$ cat config.mk
export PLATFORM = sky130hd
export DESIGN_NAME = pdm_decimator
export DESIGN_NICKNAME = d
export VERILOG_FILES = /design/src/rtl/pdm_decimator.sv
export SDC_FILE = /design/constraint.sdc
export NUM_CORES = 1
export LEC_CHECK = 0
export ABC_AREA = 1
export CAP_MARGIN = 20
export CORE_MARGIN = 3
export CORE_UTILIZATION = 61
export DETAILED_ROUTE_END_ITERATION = 10
export PLACE_DENSITY = 0.78
export REMOVE_ABC_BUFFERS = 1
export SYNTH_ARGS = -nofsm -noshare
export SYNTH_HDL_FRONTEND = slang
export SYNTH_SLANG_ARGS = --single-unit
export TNS_END_PERCENT = 1
$ cat constraint.sdc
create_clock -name clk -period 9.4 [get_ports clk]
set_input_delay 1.88 -clock clk [delete_from_list [all_inputs] [get_ports clk]]
set_output_delay 1.88 -clock clk [all_outputs]
set_load 0.01 [all_outputs]
$ cat src/rtl/pdm_decimator.sv
// pdm_decimator: PDM bit-clock generator, input synchroniser and 3rd-order CIC decimator with valid/ready output
// ports: clk/rst system clock and sync reset; en run enable; pdm_clk bit clock out; pdm_in async PDM data;
//        pcm/pcm_valid/pcm_ready offset-binary sample handshake; overrun pulses when a pending sample is overwritten
module pdm_decimator #(
  parameter int BITDEPTH   = 14,
  parameter int DECIM_LOG2 = 6,
  parameter int CLKDIV     = 12
) (
  input  logic                clk,
  input  logic                rst,
  input  logic                en,
  output logic                pdm_clk,
  input  logic                pdm_in,
  output logic [BITDEPTH-1:0] pcm,
  output logic                pcm_valid,
  input  logic                pcm_ready,
  output logic                overrun
);
  localparam int W  = 3*DECIM_LOG2 + 1;
  localparam int DW = $clog2(CLKDIV);
  logic [DW-1:0]         div_q, div_d;
  logic                  pdm_clk_q, s1_q, s2_q;
  logic [W-1:0]          i1_q, i2_q, i3_q, i1_d, i2_d, i3_d;
  logic [W-1:0]          z1_q, z2_q, z3_q, c1, c2, c3, res_q;
  logic [DECIM_LOG2-1:0] dec_q, dec_d;
  logic [1:0]            warm_q, warm_d;
  logic                  res_v_q, res_v_d, wrap, strobe, last;
  logic [BITDEPTH-1:0]   pcm_q, pcm_d;
  logic                  pcm_valid_q, pcm_valid_d, overrun_q, overrun_d;
  always_comb begin
    wrap        = div_q == DW'(CLKDIV-1);
    strobe      = wrap && pdm_clk_q;
    last        = strobe && dec_q == '1;
    div_d       = wrap ? '0 : div_q + DW'(1);
    dec_d       = strobe ? dec_q + DECIM_LOG2'(1) : dec_q;
    i1_d        = strobe ? i1_q + W'(s2_q) : i1_q;
    i2_d        = strobe ? i2_q + i1_d : i2_q;
    i3_d        = strobe ? i3_q + i2_d : i3_q;
    c1          = i3_d - z1_q;
    c2          = c1 - z2_q;
    c3          = c2 - z3_q;
    warm_d      = (last && warm_q != 2'd3) ? warm_q + 2'd1 : warm_q;
    res_v_d     = last && warm_q == 2'd3;
    pcm_d       = !res_v_q ? pcm_q : res_q[W-1] ? '1 : res_q[W-2 -: BITDEPTH];
    pcm_valid_d = res_v_q || (pcm_valid_q && !pcm_ready);
    overrun_d   = res_v_q && pcm_valid_q && !pcm_ready;
  end
  always_ff @(posedge clk) begin
    if (rst || !en) begin
      div_q     <= '0;
      pdm_clk_q <= 1'b0;
      s1_q      <= 1'b0;
      s2_q      <= 1'b0;
      i1_q      <= '0;
      i2_q      <= '0;
      i3_q      <= '0;
      z1_q      <= '0;
      z2_q      <= '0;
      z3_q      <= '0;
      res_q     <= '0;
      res_v_q   <= 1'b0;
      dec_q     <= '0;
      warm_q    <= '0;
    end else begin
      div_q     <= div_d;
      pdm_clk_q <= pdm_clk_q ^ wrap;
      s1_q      <= pdm_in;
      s2_q      <= s1_q;
      i1_q      <= i1_d;
      i2_q      <= i2_d;
      i3_q      <= i3_d;
      dec_q     <= dec_d;
      warm_q    <= warm_d;
      res_v_q   <= res_v_d;
      if (last) begin
        z1_q  <= i3_d;
        z2_q  <= c1;
        z3_q  <= c2;
        res_q <= c3;
      end
    end
    if (rst) begin
      pcm_q       <= '0;
      pcm_valid_q <= 1'b0;
      overrun_q   <= 1'b0;
    end else begin
      pcm_q       <= pcm_d;
      pcm_valid_q <= pcm_valid_d;
      overrun_q   <= overrun_d;
    end
  end
  assign pdm_clk   = pdm_clk_q;
  assign pcm       = pcm_q;
  assign pcm_valid = pcm_valid_q;
  assign overrun   = overrun_q;
endmodule

==> flow_summary.toml <==
[grt]
grt_use_total_pct = 24.4
antenna_found_initial = 0
gr-total-overflow = 0
grt_pass1_wl_um = 37200
grt_pass1_vias = 8185
grt_max_degree = 87

[placed_design]
preCtsSetupSlack_ns = 0.666
placed_area_mm2 = 0.0106
io_buffers = 21
dpl.hpwl_um = 15700
gp_congestion = 0.907

[die]
start_util_pct = 63.3
core-area_mm2 = 0.0162
ios = 22
dieArea_mm2 = 0.0184
rows = 46
die_w_um = 136
die_h_um = 136

[timing]
period_share_pct = 91.7
slew_headroom_pct = 37.6
clock-skew-final_ns = 0.0115
max_freq_ghz = 0.116
timing_hold_violations_final = 0
max_slew.worst_pin.slew_ns = 0.936
fin_crit_ns = 8.62
tns_ns = 0
drv_slew = 0
setup_viol_count_final = 0
setup_slack_ns = 0.783
hold_slack_ns = 0.409
rsz0062_at_grt = "false"

[layout]
diodes = 0
nets = 1584
area_delta_synth_final_pct = 9.68
drive_gt1_share_pct = 5.03
final_area_mm2 = 0.0112

[setup_path]
arrival_ns = 8.95
cp_top_family = "simple AND/OR/NAND/NOR gates"
critical_path.max_fanout = 11
cp-end-kind = "flip-flop"
criticalPathCategory = "reg2reg"
cp_common_cell = "nand2_1"
worstPathRequired_ns = 9.73
max_stage_delay_ns = 0.38
cpMaxStageDelayCell = "ha_1"
critPathBufInv = 4
critPathLaunchType = "flip-flop"

[drt]
antenna_left = 0
via_count = 9205
drc_errors = 0
drt_pass1_iterations = 5
wirelength_um = 22200
vias_per_cell = 5.40
wl_per_cell_um = 13.0
drtIter0Drc = 680

[synth]
yosysTopAreaCell = "dfxtp_1"
syn_area_mm2 = 0.0102
synth_most_common_cell = "inv_1"
syn_avg_cell_area_um2 = 6.95
synth.area.top_cells = "dfxtp_1, ha_1, a21oi_1"
ys_types = 42
ys_ff_latch = 161
synthArstFlopShare_pct = 0
ys_warn_count = 0
synth_commonest_cells = "inv_1, nand2_1, a21oi_1"
synth_top_area_share_pct = 31.5
ys.flop_type = "dfxtp_1"
synth-edff-count = 0
ys_seq_area_share_pct = 31.5
synth_cells = 1472

[run_status]
status = "finished clean"

[clock_network]
clock_path_buffers = 2
cts-htree-levels = 4
cts_sinks = 161
cts_buffers = 17
insertion_delay_ns = 0.43
cts_hold_buf = 0
clk_pin_slew_worst_paths_ns = 0.06
tritoncts = "done"
clockRootBuffer = "clkbuf_16"

[power]
p_leak_nw = 5.41
p_per_area_mw_per_mm2 = 121
peakVddDrop_mv = 0.130

[worst_hold_path]
hp-class = "reg2reg"

[flow_run]
cap_violations = 0
==> worst paths after layout <==
check	from	to	slack [ns]	cells past startpoint
max reg2reg	div_q[0]$_SDFF_PP0_	res_q[18]$_SDFFE_PP0P_	0.78	52
max	div_q[0]$_SDFF_PP0_	res_q[18]$_SDFFE_PP0P_	0.78	52
min	s1_q$_SDFF_PP0_	s2_q$_SDFF_PP0_	0.41	2
min reg2reg	s1_q$_SDFF_PP0_	s2_q$_SDFF_PP0_	0.41	2
==> timing repair <==
item / 4_1_cts / 5_1_grt
resized for setup: 0 / 12
buffers inserted: 0 / 0
setup endpoints to repair: 0 / 3
hold endpoints to repair: 0 / 0
==> registers in the layout, summed over array words and instances (netlist names), 4 cells and up <==
signal / flops
z1_q: 19
dec_q: 6
i1_q: 19
i3_q: 19
pcm: 14
i2_q: 19
z3_q: 19
z2_q: 19
div_q: 4
res_q: 15
==> metal layers <==
layer | vias to the layer above | track usage [%] | wire length (um)
met4 | 0 | 5.10 | 240
met1 | 4183 | 35.3 | 11200
met2 | 158 | 37.7 | 9680
li1 | 4833 | - | -
met3 | 31 | 5.24 | 1010
met5 | - | 0 | 0
==> area by class of cell <==
type	instances	area [um2]
flip-flops and latches	161	3220
repair buffers	27	259
inverters	264	991
fillers	1392	4950
clock inverters	7	52.6
well taps	216	270
clock buffers	25	495
multi-input cells	1006	5930
==> report_power, final <==
group          total (W)  internal (W)  switching, W
Combinational  0.0000167    0.00000345     0.0000133
Sequential      0.000683      0.000683   0.000000339
Clock           0.000654      0.000366      0.000287
Total            0.00135       0.00105      0.000301
==> per-stage QoR <==
step / power (W) / cells / util (%)
after global routing: 0.00139 / 1706 / 69.4
after floorplan: 0.000707 / 1431 / -
final: 0.00135 / 1706 / 69.4
after CTS: 0.00136 / 1706 / 69.0
after global placement: 0.000715 / 1674 / 65.6
after detailed placement: 0.000715 / 1674 / 65.6
==> worst reg2reg max path, delay by kind of cell, from the launching register on <==
family	cells	cell delay (ns)
fa+ha+maj	7	2.12
flops	1	0.36
compound gates	13	2.19
simple gates	23	2.90
xor+xnor	5	0.75
buf+inv	4	0.20
==> cell usage in the layout, fill, tap and decap left out, types with 3 or more instances in the layout <==
cell type and instances:
clkbuf_16 17, fa_1 4, nand4_1 9, o211ai_1 9
or2_2 4, inv_1 250, ha_1 97, clkdlybuf4s50_1 21
nor3_1 17, o31ai_1 6, o21ai_2 3, inv_2 12
nor2_1 102, a21boi_1 3, o21bai_1 4, clkbuf_8 4
xor2_1 45, o21ai_0 50, xnor2_1 25, a21oi_1 196
nand3_1 59, a31oi_1 7, clkbuf_1 4, o21ai_1 88
nand2_2 5, nor4_1 3, dfxtp_1 161, nand2_1 231
a21o_1 3, clkinvlp_4 4, or2_1 5, nor3_2 4
a211oi_1 3, buf_4 5
==> cells by family after synthesis <==
logic type / after synthesis / share of synthesized area (%)
XOR/XNOR: 70 / 5.99
flip-flops: 161 / 31.5
buffers and inverters: 305 / 11.2
adder cells (fa/ha/maj): 102 / 12.8
multiplexers: 1 / 0.0978
AND/OR/NAND/NOR: 451 / 18.7
AO/OA/AOI/OAI: 382 / 19.8
Note: power is estimated with default switching activity, not from simulation.
